<file path="src/rtl/mcr3_mem_pkg.sv">
// Shared memory-map constants and FSM state type for the MCR3 scroll ROM download path.
package mcr3_mem_pkg;

    localparam logic [24:0] MAIN_BASE = 25'h00000;
    localparam logic [24:0] SND_BASE  = 25'h0E000;
    localparam logic [24:0] SND_LAST  = 25'h11FFF;
    localparam logic [24:0] CSD_BASE  = 25'h10000;
    localparam logic [24:0] SPR_BASE  = 25'h18000;
    localparam logic [24:0] BG_BASE   = 25'h28000;
    localparam logic [24:0] END_ADDR  = 25'h47FFF;

    localparam logic [7:0]  ACK_TMO_DEF = 8'd255;
    localparam logic [15:0] RST_CNT_DEF = 16'hFFFF;

    typedef enum logic [1:0] {
        IDLE,
        ISSUE,
        WAIT
    } dl_state_t;

    // True when a byte at this address needs an SDRAM port (and therefore back-pressure).
    function automatic logic needs_port(input logic [24:0] a);
        return (a < BG_BASE);
    endfunction

endpackage

</file>
<file path="src/rtl/dl_addr_decode.sv">
// Combinational decode of a latched download byte address into target selects and target addresses.
module dl_addr_decode
    import mcr3_mem_pkg::*;
(
    input  logic [24:0] addr,
    output logic        sel_p1,
    output logic        sel_p2,
    output logic        sel_snd,
    output logic        sel_bg,
    output logic [22:0] p1_a,
    output logic [1:0]  p1_ds,
    output logic [18:0] p2_a,
    output logic [1:0]  p2_ds,
    output logic [13:0] snd_addr,
    output logic [16:0] bg_addr
);

    logic [23:0] swz;
    logic [19:0] spr_off;
    logic [16:0] bg_off;

    // Region selects and per-target address translation.
    always_comb begin
        sel_p1  = (addr < SPR_BASE);
        sel_snd = (addr >= SND_BASE) && (addr <= SND_LAST);
        sel_p2  = (addr >= SPR_BASE) && (addr < BG_BASE);
        sel_bg  = (addr >= BG_BASE) && (addr <= END_ADDR);

        // CSD code is stored 16-bit swizzled: bit 14 becomes the byte-lane bit.
        if (addr >= CSD_BASE) begin
            swz = {addr[23:16], addr[15], addr[13:0], addr[14]};
        end else begin
            swz = addr[23:0];
        end
        p1_a  = swz[23:1];
        p1_ds = {swz[0], ~swz[0]};

        // Offsets only need the low bits; the region checks above bound the range.
        spr_off = addr[19:0] - SPR_BASE[19:0];
        p2_a    = spr_off[19:1];
        p2_ds   = {spr_off[0], ~spr_off[0]};

        snd_addr = {~addr[13], addr[12:0]};

        bg_off  = addr[16:0] - BG_BASE[16:0];
        bg_addr = bg_off;
    end

endmodule

</file>
<file path="src/rtl/rom_dl_sequencer.sv">
// Sequences index-0 HPS download bytes into SDRAM ports, sound BRAM and the background loader,
// with req/ack back-pressure, timeout/overrun flags, rom_loaded and core reset generation.
module rom_dl_sequencer
    import mcr3_mem_pkg::*;
#(
    parameter logic [15:0] RST_CNT = RST_CNT_DEF,
    parameter logic [7:0]  ACK_TMO = ACK_TMO_DEF
) (
    input  logic        clk_sys,
    input  logic        RESET,
    input  logic        user_reset,
    input  logic        ioctl_download,
    input  logic        ioctl_wr,
    input  logic [24:0] ioctl_addr,
    input  logic [7:0]  ioctl_dout,
    input  logic [7:0]  ioctl_index,
    output logic        ioctl_wait,
    output logic        p1_req,
    output logic        p2_req,
    input  logic        p1_ack,
    input  logic        p2_ack,
    output logic [22:0] p1_a,
    output logic [18:0] p2_a,
    output logic [1:0]  p1_ds,
    output logic [1:0]  p2_ds,
    output logic [15:0] p1_d,
    output logic [15:0] p2_d,
    output logic        snd_we,
    output logic [13:0] snd_addr,
    output logic [7:0]  snd_d,
    output logic        bg_we,
    output logic [16:0] bg_addr,
    output logic [7:0]  bg_d,
    output logic        dl_busy,
    output logic        rom_loaded,
    output logic        core_reset,
    output logic        err_tmo,
    output logic        err_ovr
);

    dl_state_t   state, state_nxt;
    logic [24:0] addr_q;
    logic [7:0]  data_q;
    logic [7:0]  tmo_cnt;
    logic [15:0] rst_cnt;
    logic        p1_req_q = 1'b0;
    logic        p2_req_q = 1'b0;
    logic        dl_now;
    logic        wr_ok;
    logic        ack_match;
    logic        tmo_hit;
    logic        tmo_set;
    logic        core_hold;

    logic        d_sel_p1, d_sel_p2, d_sel_snd, d_sel_bg;
    logic [22:0] d_p1_a;
    logic [1:0]  d_p1_ds;
    logic [18:0] d_p2_a;
    logic [1:0]  d_p2_ds;
    logic [13:0] d_snd_addr;
    logic [16:0] d_bg_addr;

    dl_addr_decode u_dec (
        .addr     (addr_q),
        .sel_p1   (d_sel_p1),
        .sel_p2   (d_sel_p2),
        .sel_snd  (d_sel_snd),
        .sel_bg   (d_sel_bg),
        .p1_a     (d_p1_a),
        .p1_ds    (d_p1_ds),
        .p2_a     (d_p2_a),
        .p2_ds    (d_p2_ds),
        .snd_addr (d_snd_addr),
        .bg_addr  (d_bg_addr)
    );

    assign dl_now    = ioctl_download && (ioctl_index == 8'd0);
    assign wr_ok     = ioctl_wr && dl_now;
    assign ack_match = d_sel_p1 ? (p1_ack == p1_req_q) : (p2_ack == p2_req_q);
    assign tmo_hit   = (tmo_cnt == ACK_TMO - 8'd1);
    assign p1_req    = p1_req_q;
    assign p2_req    = p2_req_q;
    assign core_hold = RESET || user_reset || !rom_loaded || dl_busy;
    assign core_reset = core_hold || (rst_cnt == 16'd1);

    // Next-state logic plus the one-cycle BRAM/bg write strobes issued in ISSUE.
    always_comb begin
        state_nxt = state;
        tmo_set   = 1'b0;
        snd_we    = 1'b0;
        snd_addr  = '0;
        snd_d     = '0;
        bg_we     = 1'b0;
        bg_addr   = '0;
        bg_d      = '0;
        case (state)
            IDLE: begin
                // Bytes past the end of the map are dropped without leaving IDLE.
                if (wr_ok && (ioctl_addr <= END_ADDR)) begin
                    state_nxt = ISSUE;
                end
            end
            ISSUE: begin
                if (d_sel_snd) begin
                    snd_we   = 1'b1;
                    snd_addr = d_snd_addr;
                    snd_d    = data_q;
                end
                if (d_sel_bg) begin
                    bg_we   = 1'b1;
                    bg_addr = d_bg_addr;
                    bg_d    = data_q;
                end
                state_nxt = (d_sel_p1 || d_sel_p2) ? WAIT : IDLE;
            end
            WAIT: begin
                if (ack_match) begin
                    state_nxt = IDLE;
                end else if (tmo_hit) begin
                    tmo_set   = 1'b1;
                    state_nxt = IDLE;
                end
            end
            default: state_nxt = IDLE;
        endcase
    end

    // State register, byte latch, port output holding, wait and status flags.
    always_ff @(posedge clk_sys) begin
        if (RESET) begin
            state      <= IDLE;
            addr_q     <= '0;
            data_q     <= '0;
            tmo_cnt    <= '0;
            ioctl_wait <= 1'b0;
            p1_a       <= '0;
            p1_ds      <= '0;
            p1_d       <= '0;
            p2_a       <= '0;
            p2_ds      <= '0;
            p2_d       <= '0;
            err_tmo    <= 1'b0;
            err_ovr    <= 1'b0;
            dl_busy    <= 1'b0;
            rom_loaded <= 1'b0;
        end else begin
            state <= state_nxt;
            if ((state == IDLE) && wr_ok) begin
                addr_q <= ioctl_addr;
                data_q <= ioctl_dout;
            end
            tmo_cnt <= (state == WAIT) ? tmo_cnt + 8'd1 : '0;
            ioctl_wait <= ((state == IDLE) && (state_nxt == ISSUE) && needs_port(ioctl_addr))
                          || (state_nxt == WAIT);
            if ((state == ISSUE) && d_sel_p1) begin
                p1_a  <= d_p1_a;
                p1_ds <= d_p1_ds;
                p1_d  <= {data_q, data_q};
            end
            if ((state == ISSUE) && d_sel_p2) begin
                p2_a  <= d_p2_a;
                p2_ds <= d_p2_ds;
                p2_d  <= {data_q, data_q};
            end
            err_tmo    <= err_tmo || tmo_set;
            err_ovr    <= err_ovr || (wr_ok && (state != IDLE));
            dl_busy    <= dl_now;
            rom_loaded <= rom_loaded || (dl_busy && !dl_now);
        end
    end

    // Toggle-style requests: never reset, so an ack pending across RESET is absorbed.
    always_ff @(posedge clk_sys) begin
        if (!RESET && (state == ISSUE)) begin
            if (d_sel_p1) p1_req_q <= ~p1_req_q;
            if (d_sel_p2) p2_req_q <= ~p2_req_q;
        end
    end

    // Secondary reset counter: reloads while the core is held, then counts down to zero.
    always_ff @(posedge clk_sys) begin
        if (core_hold) begin
            rst_cnt <= RST_CNT;
        end else if (rst_cnt != 16'd0) begin
            rst_cnt <= rst_cnt - 16'd1;
        end
    end

endmodule

</file>
<file path="config.mk">
export PLATFORM = sky130hd
export DESIGN_NAME = rom_dl_sequencer
export DESIGN_NICKNAME = d
export VERILOG_FILES = /design/src/rtl/mcr3_mem_pkg.sv /design/src/rtl/dl_addr_decode.sv /design/src/rtl/rom_dl_sequencer.sv
export SDC_FILE = /design/constraint.sdc
export NUM_CORES = 1
export LEC_CHECK = 0
export BUFFER_PORTS_ARGS = -buffer_cell sky130_fd_sc_hd__buf_2
export CORE_AREA = 2 2 142 144
export CTS_BUF_LIST = sky130_fd_sc_hd__clkbuf_16
export CTS_CLUSTER_DIAMETER = 100
export DETAILED_ROUTE_END_ITERATION = 10
export DIE_AREA = 0 0 144 146
export HOLD_SLACK_MARGIN = 0.03
export SLEW_MARGIN = 10
export SYNTH_ARGS = -nofsm -noshare
export SYNTH_HDL_FRONTEND = slang
export SYNTH_SLANG_ARGS = --single-unit
</file>
<file path="constraint.sdc">
create_clock -name clk_sys -period 2.8 [get_ports clk_sys]
set_input_delay 0.14 -clock clk_sys [delete_from_list [all_inputs] [get_ports clk_sys]]
set_output_delay 0.14 -clock clk_sys [all_outputs]
set_load 0.02 [all_outputs]
</file>
* Word level (Yosys, flattened, before mapping)
Index checks and enable logic that the tools add are counted.
** Storage, ports and cells
- Register bits after elaboration :: 144
- Input port bits :: 48
- Logic and storage cells :: 101
** Operators by class
- Add/sub/neg operators :: 4
- Order comparisons :: 10
- Equal/unequal tests :: 8
- Muxes and demuxes :: 22
- Bitwise gates (word level) :: 6
- Reduce and logical (&&, ||, !) cells :: 33
** Operators by type and width (count)
- $ge A25 B17 Y1 const B :: 2
- $le A25 B19 Y1 const B :: 2
- $lt A25 B18 Y1 const B :: 2
- $mux W17 :: 2
- $mux W8 :: 4
- $mux W14 :: 2
- $ge A25 B16 Y1 const B :: 1
- $ge A25 B18 Y1 const B :: 1
- $le A25 B17 Y1 const B :: 1
- $lt A25 B17 Y1 const B :: 1
- $sub A20 B17 Y20 const B :: 1
- $sub A17 B16 Y17 const B :: 1
- $eq A16 B1 Y1 const B :: 1
- $reduce_bool A16 Y1 :: 1
- $sub A16 B1 Y16 const B :: 1
- $mux W15 :: 1
- $logic_and A1 B1 Y1 :: 14
- $logic_or A1 B1 Y1 :: 9
- $add A8 B1 Y8 const B :: 1
- $eq A8 B8 Y1 const B :: 1
- $logic_not A8 Y1 :: 1
- $mux W1 :: 8
- $mux W2 :: 4
- $not A1 Y1 :: 6
- 9 further kinds :: 15

* Depth between registers and ports, before layout
- Depth in word-level cells :: 10
- Mapped depth :: 9
- Mapped depth without buffers :: 7

* By module
From an unflattened synthesis, not the netlist that was laid out.
** Second synthesis, totals
- Cells, all modules :: 808
- Area total of the unflattened synthesis :: 6486.2 µm²
** Modules (own cells, without submodules)
- rom_dl_sequencer :: instances 1, cells an instance 683, area each 5464.0 µm², seq. area each 2582.5 µm²
- dl_addr_decode :: instances 1, cells an instance 125, area each 1022.2 µm², seq. area each 0.0 µm²

* Worst setup path after synthesis
No wires, ideal clock.
- Kind :: reg-to-output
- Start :: register addr_q[15]
- End :: output port bg_addr[10]
- Arrival time :: 2.176 ns
- Data required time :: 2.660 ns
- Slack :: 0.484 ns
- Stages on the path, launching flop included :: 9
- Cell sequence :: dfxtp_1 -> clkbuf_1 -> inv_1 -> ha_1 -> and3_1 -> a211o_1 -> a311oi_4 -> buf_6 -> and2_1
** Between the ends
- Longest elaborated chain between the ends :: 4
- Elaborated cells on any way between the ends :: 5
- Those cells by class :: 2 x order compare; 2 x mux; 1 x reduce/logical
** RTL lines
- from (decl) :: line rom_dl_sequencer.sv:42 : logic [24:0] addr_q;
- from (signal assigned) :: line rom_dl_sequencer.sv:149 : addr_q <= ioctl_addr;
- $ge A25 B18 Y1 / $le A25 B19 Y1 (equally long branches) :: line dl_addr_decode.sv:27 : sel_bg = (addr >= BG_BASE) && (addr <= END_ADDR);
- $logic_and A1 B1 Y1 * :: line dl_addr_decode.sv:27
- $mux W17 * :: line rom_dl_sequencer.sv:109 : if (d_sel_bg) begin
- $mux W17 * :: line rom_dl_sequencer.sv:96 : case (state)
- to (decl) :: line rom_dl_sequencer.sv:32 : output logic [16:0] bg_addr,
Mark *: on every way between the ends. The rest lies on a longest branch, timed or not.

* Worst setup path after layout
- Start :: register addr_q[16]
- End :: output port bg_addr[9]
The elaborated chain is that of the path after synthesis.

==> impl_metrics.csv <==
group,metric,value,unit
timing,slew_viol_final,0,
cts,cts.reportedPaths.clkPinSlew,0.06,ns
drt,wl_per_cell,16.4,µm
timing,rsz0062_at_grt,"false",
yosys,synth_nets,757,
flow_run,max_cap_viol_count,0,
global_routing,antenna_found_initial,0,
power,peakVddDrop,419,µV
power,power,4170,µW
yosys,synth_commonest_cells,"dfxtp_1, nand2_1, a21oi_1, clkbuf_1, nor2_1",
global_routing,grt_pass1_vias,5601,
power,switchingPower,895,µW
placement,place_inst,1111,
floorplanning,die_h,146,µm
cells_and_area,finalNetCount,966,
timing,finalHoldViolations,0,
cts,cts_tree,"done",
placement,port_buffers,182,
yosys,avgSynthCellArea,8.22,µm²
hold_path,hold_path_class,"input port to flip-flop",
worst_setup_path,start_kind,"flip-flop",
yosys,synthDominantAreaCellType,"dfxtp_1",
power,swShare,21.4,%
yosys,syn-cell-area,5760,µm²
timing,setup_viol_count_final,0,
worst_setup_path,timing.rr.start,"addr_q[2]",
timing,max_freq,367,MHz
timing,finClkSkew,0.0105,ns
yosys,synth_warnings,0,
floorplanning,core,19300,µm²
worst_setup_path,worst_ep_required_time,2.66,ns
worst_setup_path,worstPathArrival,2.58,ns
yosys,syn_inst,700,
hold_path,hold_end,"addr_q[4]",
power,p_clk_share,53.4,%
yosys,synth_edf_count,2,
floorplanning,die_w,144,µm
cells_and_area,final_cells,1188,
timing,slew_headroom,39.1,%
global_routing,grt_max_degree,80,
floorplanning,dieArea,21000,µm²
yosys,synth_top_area_share,43.8,%
drt,drt_first_pass_iters,5,
worst_setup_path,end_kind,"output port",
floorplanning,initial_core_util,29.8,%
cells_and_area,layout-drive-gt1-share,29.6,%
floorplanning,rows,51,
global_routing,grt_pass1_wl,30.1,mm
hold_path,hold_depth,3,
hold_path,holdCritStartpoint,"ioctl_addr[4]",
timing,finalWorstSetupSlack,0.0759,ns
floorplanning,pin_count,183,
worst_setup_path,reg2reg_to,"p2_a[13]",
power,pwr-share-comb,2.8,%
yosys,ys_seq_area_share,44.9,%
timing,fin_crit,2.72,ns
drt,drc,0,
drt,finalWirelength,19.5,mm
drt,ant_nets,0,
yosys,synthTopCellsByArea,"dfxtp_1, nand2_1, a21oi_1",
timing,tightest_slew,0.913,ns
outcome,status,"finished clean",
cts,clockRootBuffer,"clkbuf_16",
worst_setup_path,r2r_slack,0.47,ns
worst_setup_path,reg2regPathDepth,8,
cts,cts_buffer_depth,2,
cells_and_area,area_growth,39.4,%
yosys,synth_cell_types,51,
drt,viasPerCell,4.98,
placement,gp_congestion,0.815,
drt,drt_iter0_markers,415,
global_routing,grt.total_usage,18.4,%
power,seqPwrFrac,43.8,%
cts,cts_buffers,17,
drt,dr_total_vias,5922,
placement,dp_slack,0.404,ns
cells_and_area,fill_cells,1920,
yosys,synth_most_common_cell,"dfxtp_1",
timing,tns,0,ns
yosys,synth.ff_latch_count,128,
cts,clk_latency,0.42,ns
power,p_leak,0.00336,µW
yosys,ys_async_sr_fraction,0,%
worst_setup_path,crit_fanout,10,
cts,cts-htree-levels,4,
timing,post-route-period-util,97.3,%
worst_setup_path,worstSetupPathType,"flip-flop to output port",
global_routing,grt.overflow.total,0,
power,powerDensity,520,nW/µm²
yosys,synth_ff_type,"dfxtp_1",
cts,cts_num_sinks,128,
power,internal_power,3280,µW
placement,hpwlAfterDp,13.5,mm
-- layout by cell type, fill, tap and decap left out, types with 3 or more instances in the layout --
cell type and n:
buf_2 182, dfxtp_1 118, nand2_1 106, a21oi_1 73, nor2_1 42, dlygate4sd3_1 39, buf_4 36, nand4_1 35
o21ai_0 31, and2_1 28, nor3_1 24, nor3b_1 22, nand3_1 17, clkbuf_16 17, a221oi_1 14, xor2_1 14
inv_1 13, and3_1 12, ha_1 9, nor4_1 8, dfxtp_2 8, xnor2_1 5, clkinvlp_4 5, o31ai_1 4
a211oi_1 4, nor4_2 3, o21ai_1 3, a31oi_1 3, bufinv_16 3, clkinv_2 3, buf_6 3
-- through the flow --
| stage | hold slack (ns) | utilization, % | instance area (µm²) |
|---|---|---|---|
| final | 0.0605 | 41.5 | 8020 |
| after detailed placement | 0.389 | 35.9 | 6940 |
| after global placement | 0.382 | 35.9 | 6940 |
| after global routing | 0.0426 | 41.5 | 8020 |
| after CTS | 0.0340 | 41.1 | 7940 |
| after floorplan | 0.276 | - | 5760 |
-- how the worst max path moves through the flow --
stage	startpoint	endpoint	slack, ns	cells after the start
finish	addr_q[16]	bg_addr[9]	0.08	9
global placement	addr_q[1]	snd_d[6]	0.45	7
global route	addr_q[16]	bg_addr[9]	0.009	9
CTS	addr_q[1]	bg_addr[15]	0.01	8
floorplan	addr_q[15]	bg_addr[10]	0.48	8
detailed placement	addr_q[1]	snd_d[2]	0.40	7
-- state kept, by name, indices dropped and copies added, names as in the netlist, 2 cells and up --
| name | flops |
|---|---|
| addr_q | 25 |
| data_q | 8 |
| p1_a | 23 |
| p1_d | 8 |
| p1_ds | 2 |
| p2_a | 19 |
| p2_d | 8 |
| p2_ds | 2 |
| rst_cnt | 16 |
| state | 2 |
| tmo_cnt | 8 |
-- power groups by stage --
stage	Combinational, µW	Sequential, µW	Clock [µW]
after CTS	116	1830	2270
after detailed placement	78.2	1870	0
after global placement	78.9	1870	0
final	118	1830	2230
after global routing	126	1830	2360
after floorplan	28.7	1870	0
-- layer usage --
layer | part of all wire [%] | global-route usage, % | wire, µm
met1 | 44 | 24.0 | 8500
met2 | 46 | 28.0 | 8940
met3 | 7.3 | 5.13 | 1420
met4 | 3.1 | 8.63 | 610
met5 | 0 | 0 | 0
-- worst max-delay path: stages (launching register included) --
cell and delay (ns):
dfxtp_2 0.42, inv_1 0.12, ha_1 0.18, and3_1 0.17, a211o_1 0.32, a311oi_4 0.31, buf_6 0.17, buf_6 0.12
and2_1 0.17, buf_2 0.19
-- kinds of logic after synthesis --
group	synth area share, %
XOR/XNOR	2.89
adder cells (fa/ha/maj)	1.96
AO/OA/AOI/OAI	15.2
buffers and inverters	6.87
multiplexers	0.348
AND/OR/NAND/NOR	27.9
flip-flops	44.9
-- area by class of cell --
type | count | area, µm² | share of cell area (%)
flip-flops and latches | 128 | 2590 | 32.3
clock inverters | 15 | 168 | 2.09
diodes | 1 | 2.50 | 0.0312
multi-input cells | 489 | 2850 | 35.5
repair buffers | 260 | 1610 | 20.0
inverters | 13 | 48.8 | 0.608
well taps | 265 | 332 | 4.13
clock buffers | 17 | 425 | 5.30
-- repair_timing --
item | CTS | global route
setup endpoints to repair | 11 | 39
hold endpoints to repair | 42 | 0
pin swaps | 0 | 5
hold buffers | 39 | 0
cloned | 0 | 2
setup buffers | 0 | 3
resized for setup | 2 | 17
Note: power is estimated with default switching activity, not from simulation.
